**src/rtl/apb_slave_decoder.sv**
```systemverilog
// rtl/apb_slave_decoder.sv - registered APB decoder replaying one upstream transfer to one of NUM_SLAVES slaves
module apb_slave_decoder #(
    parameter int NUM_SLAVES = 4,
    parameter int ADDR_W     = 32,
    parameter int DATA_W     = 32,
    parameter int SEL_LSB    = 12,
    parameter int BASE       = 0,
    parameter int TIMEOUT    = 16
) (
    input  logic                         clk,
    input  logic                         rst,
    input  logic                         s_psel,
    input  logic                         s_penable,
    input  logic                         s_pwrite,
    input  logic [ADDR_W-1:0]            s_paddr,
    input  logic [DATA_W-1:0]            s_pwdata,
    output logic                         s_pready,
    output logic [DATA_W-1:0]            s_prdata,
    output logic                         s_pslverr,
    output logic [NUM_SLAVES-1:0]        m_psel,
    output logic                         m_penable,
    output logic                         m_pwrite,
    output logic [SEL_LSB-1:0]           m_paddr,
    output logic [DATA_W-1:0]            m_pwdata,
    input  logic [NUM_SLAVES-1:0]        m_pready,
    input  logic [NUM_SLAVES-1:0]        m_pslverr,
    input  logic [NUM_SLAVES*DATA_W-1:0] m_prdata,
    output logic [7:0]                   err_count
);

    localparam int HI_W  = ADDR_W - SEL_LSB - 3;
    localparam int CNT_W = $clog2(TIMEOUT);

    typedef enum logic [2:0] {IDLE, SETUP, ACCESS, RESP, ERR} state_t;

    state_t              state;
    state_t              state_next;
    logic [SEL_LSB-1:0]  addr_q;
    logic [2:0]          idx_q;
    logic [DATA_W-1:0]   wdata_q;
    logic                write_q;
    logic [DATA_W-1:0]   rdata_q;
    logic                slverr_q;
    logic [CNT_W-1:0]    cnt;
    logic [7:0]          err_q;

    logic                start;
    logic [2:0]          s_idx;
    logic                mapped;
    logic                sel_ready;
    logic                sel_err;
    logic [DATA_W-1:0]   sel_rdata;
    logic                timeout_hit;
    logic                local_err;

    assign start       = s_psel && !s_penable;
    assign s_idx       = s_paddr[SEL_LSB+2:SEL_LSB];
    assign mapped      = (s_paddr[ADDR_W-1:SEL_LSB+3] == HI_W'(BASE)) && (32'(s_idx) < NUM_SLAVES);
    assign timeout_hit = (cnt == CNT_W'(TIMEOUT - 1));

    // Slave response mux; idx_q is always in range whenever ACCESS is reached.
    always_comb begin
        sel_ready = 1'b0;
        sel_err   = 1'b0;
        sel_rdata = '0;
        for (int i = 0; i < NUM_SLAVES; i++) begin
            if (idx_q == 3'(i)) begin
                sel_ready = m_pready[i];
                sel_err   = m_pslverr[i];
                sel_rdata = m_prdata[i*DATA_W +: DATA_W];
            end
        end
    end

    // Ready beats the timeout when both land in the same cycle.
    assign local_err = (state == ERR) || ((state == ACCESS) && !sel_ready && timeout_hit);

    always_ff @(posedge clk) begin
        if (rst) begin
            state <= IDLE;
        end else begin
            state <= state_next;
        end
    end

    always_comb begin
        state_next = state;
        case (state)
            IDLE:    if (start) state_next = mapped ? SETUP : ERR;
            SETUP:   state_next = ACCESS;
            ACCESS:  if (sel_ready || timeout_hit) state_next = RESP;
            ERR:     state_next = RESP;
            RESP:    if (s_psel && s_penable) state_next = IDLE;
            default: state_next = IDLE;
        endcase
    end

    always_ff @(posedge clk) begin
        if (rst) begin
            addr_q   <= '0;
            idx_q    <= '0;
            wdata_q  <= '0;
            write_q  <= 1'b0;
            rdata_q  <= '0;
            slverr_q <= 1'b0;
            cnt      <= '0;
            err_q    <= '0;
        end else begin
            case (state)
                IDLE: begin
                    if (start) begin
                        addr_q  <= s_paddr[SEL_LSB-1:0];
                        idx_q   <= s_idx;
                        wdata_q <= s_pwdata;
                        write_q <= s_pwrite;
                    end
                end
                SETUP: cnt <= '0;
                ACCESS: begin
                    if (sel_ready) begin
                        rdata_q  <= sel_rdata;
                        slverr_q <= sel_err;
                    end else if (timeout_hit) begin
                        rdata_q  <= '0;
                        slverr_q <= 1'b1;
                    end else begin
                        cnt <= cnt + 1'b1;
                    end
                end
                ERR: begin
                    rdata_q  <= '0;
                    slverr_q <= 1'b1;
                end
                default: ;
            endcase
            if (local_err && (err_q != 8'hFF)) begin
                err_q <= err_q + 8'd1;
            end
        end
    end

    always_comb begin
        s_pready  = (state == RESP) && s_psel && s_penable;
        s_prdata  = s_pready ? rdata_q : '0;
        s_pslverr = s_pready && slverr_q;
        m_psel    = '0;
        if ((state == SETUP) || (state == ACCESS)) begin
            for (int i = 0; i < NUM_SLAVES; i++) begin
                m_psel[i] = (idx_q == 3'(i));
            end
        end
        m_penable = (state == ACCESS);
        m_pwrite  = write_q;
        m_paddr   = addr_q;
        m_pwdata  = wdata_q;
    end

    assign err_count = err_q;

endmodule

```
**config.mk**
```make
export PLATFORM = sky130hd
export DESIGN_NAME = apb_slave_decoder
export DESIGN_NICKNAME = d
export VERILOG_FILES = /design/src/rtl/apb_slave_decoder.sv
export SDC_FILE = /design/constraint.sdc
export NUM_CORES = 1
export LEC_CHECK = 0
export CAP_MARGIN = 5
export CORE_MARGIN = 1.5
export CORE_UTILIZATION = 39
export CTS_CLUSTER_SIZE = 40
export DETAILED_ROUTE_END_ITERATION = 6
export PLACE_DENSITY = 0.81
export SETUP_SLACK_MARGIN = 0.02
export SYNTH_ARGS = -nofsm -noshare
export SYNTH_HDL_FRONTEND = slang
export SYNTH_SLANG_ARGS = --single-unit
```
**constraint.sdc**
```tcl
create_clock -name clk -period 2.08 [get_ports clk]
set_input_delay 0.208 -clock clk [delete_from_list [all_inputs] [get_ports clk]]
set_output_delay 0.208 -clock clk [all_outputs]
set_load 0.02 [all_outputs]
```
* Word-level counts from Yosys, hierarchy flattened *
Cells that the tools add are included.

storage, ports and cells
  logic and storage cells = 78
  bits of input ports = 205
  bits in registers = 96

operators by class
  reduce and logical (&&, ||, !) cells = 23
  equal/unequal tests = 15
  muxes and demuxes = 28
  magnitude comparators = 1
  $add $sub $neg = 2

operators with widths
  operator                                             number
  two-way mux 32 bit                                   7
  one-hot mux 32 bit (2 select lines)                  1
  zero test 17 bit                                     1
  one-hot mux 3 bit (5 select lines)                   1
  equality test 3 x 2 -> 1 bit, second input constant  4
  two-way mux 3 bit                                    4
  two-way mux 4 bit                                    3
  two-way mux 1 bit                                    10
  logical AND 1 bit                                    9
  adder 8 x 1 -> 8 bit, second input constant          1
  != test 2 bit, second input constant                 4
  != test 8 bit, second input constant                 1
  one-hot mux 4 bit (2 select lines)                   1
  equality test 3 x 1 -> 1 bit, second input constant  2
  zero test 3 bit                                      2
  AND reduction 3 bit                                  2
  adder 4 x 1 -> 4 bit, second input constant          1
  equality test 4 bit, second input constant           1
  AND reduction 2 bit                                  2
  nonzero test 2 bit                                   2
  equality test 3 bit, second input constant           1
  logical OR 1 bit                                     3
  less-than comparator 3 bit, second input constant    1
  != test 3 x 1 -> 1 bit, second input constant        1
  other kinds (3)                                      4

* Logic depth before layout (Yosys ltp) *
  depth in word-level cells = 10
  depth in mapped cells = 7

* Least setup slack after synthesis *
Ideal clock, no wire load.

  path type = reg-to-reg
  start = register err_q[0], in the netlist err_count[0]
  end = register err_q[0], in the netlist err_count[0]
  setup slack = 0.256 ns
  library setup time = 0.121 ns
  cell stages (with the launch flop) = 6
  data arrival time = 1.703 ns
  path buffers = 0
  cells stage by stage = dfxtp_1 ha_1 nand3_1 o211a_1 a21oi_1 mux2_2

on the way
  word-level cells in the longest chain between the ends = 2
  elaborated cells between the ends (all ways) = 3
  those cells by class = add/sub (1); eq/ne (1); reduce/logical (1)

ends and longest elaborated chain
  item                                                          line  text
  start: declaration                                            45    logic [7:0] err_q;
  start signal: assignment                                      137   err_q <= err_q + 8'd1;
  branches (longest 2 deep; another with adder 8 x 1 -> 8 bit)  -

Several ways; the timed one is not identified.
A chain may end at the register's enable or synchronous reset.

* Worst setup path in the final report *
  start = register state[2]
  end = output port s_pready

on the way
  word-level cells in the longest chain between the ends = 3

ends and longest elaborated chain
  item                             line  text
  start: declaration               36    state_t state;
  start signal: assignment         82    state <= state_next;
  equality test 3 x 2 -> 1 bit     143   s_pready = (state == RESP) && s_psel && s_penable;
  logical AND 1 bit (2 in series)  143
  end: declaration                 17    output logic s_pready,

Every way passes these cells.

==> impl_metrics.yaml <==
run_status:
  status: "completed"
clocking:
  insertion_delay_ps: 340
  cts_made_buffers: 9
  h-tree-depth: 3
  clk_root_buffer_cell: "sky130_fd_sc_hd__clkbuf_16"
  clkSinkCount: 96
  cts_tree: "done"
  cts.clk_slew.worst_paths_ps: 70
  cts_hold_buf: 0
  clock_tree.buffer_depth: 2
drt:
  ant_nets_after_route: 0
  wirelength_met1_mm: 7.65
  drc: 0
  drt-vias-per-instance: 5.29
  maxUsedRoutingLayer: "met4"
  starting_drc_count_in_detailed_routing: 461
  postRouteWirelength_mm: 18.5
  detail_route.wl_per_cell_um: 17.0
  tritonroute_pass_1_iters: 5
  route.met3.wl_mm: 1.07
  detailroute.via_count: 5751
  total_length_of_routed_met2_wires_mm: 9.45
logic_synthesis:
  synth-seq-area-share: 0.362
  netlist_area_mm2: 0.00531
  yosys-mux-area-fraction: 0.0993
  post_synth_inst_count: 621
  synth-compound-area-share: 0.265
  synth-xor-area-share: 0.00165
  async_flop_share: 0
  synth_top_family_by_area: "compound AO/OA/AOI/OAI gates"
  yosys_warnings: 0
  synthSimpleGateAreaFrac: 0.196
  synth.distinct_cells: 56
  adder_cell_area_share_of_the_yosys_netlist: 0.00472
  syn-num-nets: 828
  synth.ff_latch_count: 96
  synth-edff-count: 0
  synth_ff_type: "sky130_fd_sc_hd__dfxtp_1"
  synth.avg_cell_area_um2: 8.54
power_and_ir_drop:
  vdd.ir_drop.worst_v: 0.000401
  report.power.total_mw: 5.23
  power_per_cell_area_mw_per_mm2: 589
  leakagePower_nw: 3.24
worst_setup_path:
  worstPathRequired_ps: 1870
  slowest_delay_ps: 610
  critical_path.top_delay_family: "buffers and inverters"
  crit_chain: "nand3b_1 > nor2_1 > buf_4 > clkdlybuf4s50_1"
  setup.worst_path.end_class: "primary output"
  data_arrival_time_of_the_critical_path_ps: 1780
  slowest_stage: "sky130_fd_sc_hd__clkdlybuf4s50_1"
  critical_path_peak_fanout: 7
  critPathLaunchType: "register"
  critical_path_class: "reg2out"
  cp_num_buf_inv: 2
cells_and_area:
  finish.net_count: 1114
  synthToLayoutAreaGrowth_pct: 67.5
  antenna-diode-count: 0
  final_layout_size_suffix_gt1_frac: 0.107
die:
  die_area_mm2: 0.0143
  core_area_mm2: 0.0132
  number_of_top_level_pins: 297
  initial_core_util: 0.401
  rows: 42
  die_x_um: 120
  fp.dieH_um: 120
placed_design:
  buffer_ports.inserted: 296
  place.detailed.hpwl_mm: 13.8
  gp_routability_congestion: 0.856
  placement.setup.worst_slack_ps: -125
sta:
  worstMarginPinSlew_ps: 624
  setup_viol: 0
  rsz0062_at_grt: "no"
  finalHoldViolCount: 0
  max_freq_mhz: 503
  setup_skew_ps: 8.29
  final_worst_path_cycle_share: 0.955
  timing.slew.headroom: 0.583
  timing.final.crit_period_ps: 1990
  setup_tns_ps: 0
  post_route_worst_setup_slack_ps: 93.0
  slew_viol_final: 0
global_route:
  vias_in_the_first_global_route: 5715
  globalRouteOverflowTotal: 0
  antenna_found_initial: 0
  global_route_wire_length_before_repair_mm: 29.5
  global_route.usage.total: 0.258
  maximum_number_of_pins_on_one_net_before_global_route_repair: 49
worst_hold_path:
  timing.hold.worst.class: "in2reg"
run:
  maxCapViolations: 0
-- report_power, final --
part | internal, mW | switching, mW
Clock | 1.30 | 0.719
Sequential | 1.92 | 0.0491
Combinational | 0.688 | 0.551
Total | 3.91 | 1.32
-- registers in the layout, indices dropped and copies added (netlist names) --
signal and cells:
rdata_q 32, m_paddr 12, idx_q 3, m_pwdata 32
m_pwrite 1, state 3, err_count 8, cnt 4
slverr_q 1
-- cell usage after synthesis, drive strengths merged, types with 9 or more instances --
cell,n,area [µm²]
inv,29,109
mux2i,35,350
clkbuf,36,135
o21a,29,218
buf,20,128
o32ai,27,387
nand2,112,420
nor3,31,155
nor2,9,33.8
a21oi,57,297
o221ai,28,251
nand3,18,90.1
dfxtp,96,1920
-- logic make-up (layout without fill, tap and decap cells) --
family / count (synthesis) / in the layout
compound gates: 172 / 173
xor+xnor: 1 / 1
fa+ha+maj: 2 / 2
buf+inv: 86 / 376
flops: 96 / 96
mux: 44 / 44
simple gates: 220 / 220
-- path summary, 6_finish.rpt --
check / from / endpoint / slack, ps / cells after the start
setup / recovery: state[2] / s_pready / 90 / 4
setup reg to reg: idx_q[1] / rdata_q[5] / 140 / 4
hold reg to reg: m_pwdata[31] / m_pwdata[31] / 450 / 2
hold / removal: s_paddr[0] / m_paddr[0] / 410 / 3
-- area by class of cell --
type / instances / area, µm²
Tap cell: 176 / 220
Clock inverter: 7 / 143
Clock buffer: 9 / 225
Inverter: 30 / 114
Fill cell: 1145 / 4360
Sequential cell: 96 / 1920
Multi-Input combinational cell: 440 / 3030
Timing Repair Buffer: 330 / 3220
-- metrics by stage --
step | std cells | area [µm²] | hold slack, ps | utilization
after global routing | 1088 | 8880 | 414 | 0.671
final | 1088 | 8880 | 409 | 0.671
after CTS | 1088 | 8890 | 400 | 0.671
after floorplan | 621 | 5310 | 344 | -
after detailed placement | 1071 | 8550 | 445 | 0.646
after global placement | 1071 | 8550 | 441 | 0.646
-- what timing repair did --
action,in CTS,in global routing
buffers inserted,0,0
endpoints found under the setup margin,45,2
cloned,1,0
resized for setup,42,4
-- routing by layer --
layer,vias to the layer above,track usage
li1,2834,-
met1,2707,0.317
met2,187,0.454
met3,23,0.0623
met4,0,0.0595
met5,-,0
-- placed cells by master (no fill, tap or decap), drive strengths merged, types with 3 or more instances in the layout --
master / Yosys / final
clkdlybuf4s50: 0 / 257
nand4: 5 / 5
dlygate4sd2: 0 / 36
nor2b: 6 / 6
bufinv: 0 / 4
o21a: 29 / 29
mux2: 3 / 3
inv: 29 / 30
buf: 20 / 35
o211ai: 6 / 6
nand2b: 4 / 4
nand2: 112 / 112
dfxtp: 96 / 96
mux4: 6 / 6
nor4: 6 / 6
and3: 5 / 5
nor2: 9 / 9
o21ai: 6 / 6
a21oi: 57 / 58
o221ai: 28 / 28
a22oi: 3 / 3
nor3b: 5 / 5
or4: 5 / 5
clkinv: 1 / 3
and2: 7 / 7
nand3: 18 / 18
clkbuf: 36 / 11
mux2i: 35 / 35
nor3: 31 / 31
o32ai: 27 / 27
-- worst min-delay path: cells and delay by family --
| kind | cells | cell delay (ps) |
|---|---|---|
| buffers and inverters | 1 | 390 |
| and+or+nand+nor | 1 | 50 |
| AOI/OAI and AO/OA | 1 | 50 |
Note: power is estimated with default switching activity, not from simulation.
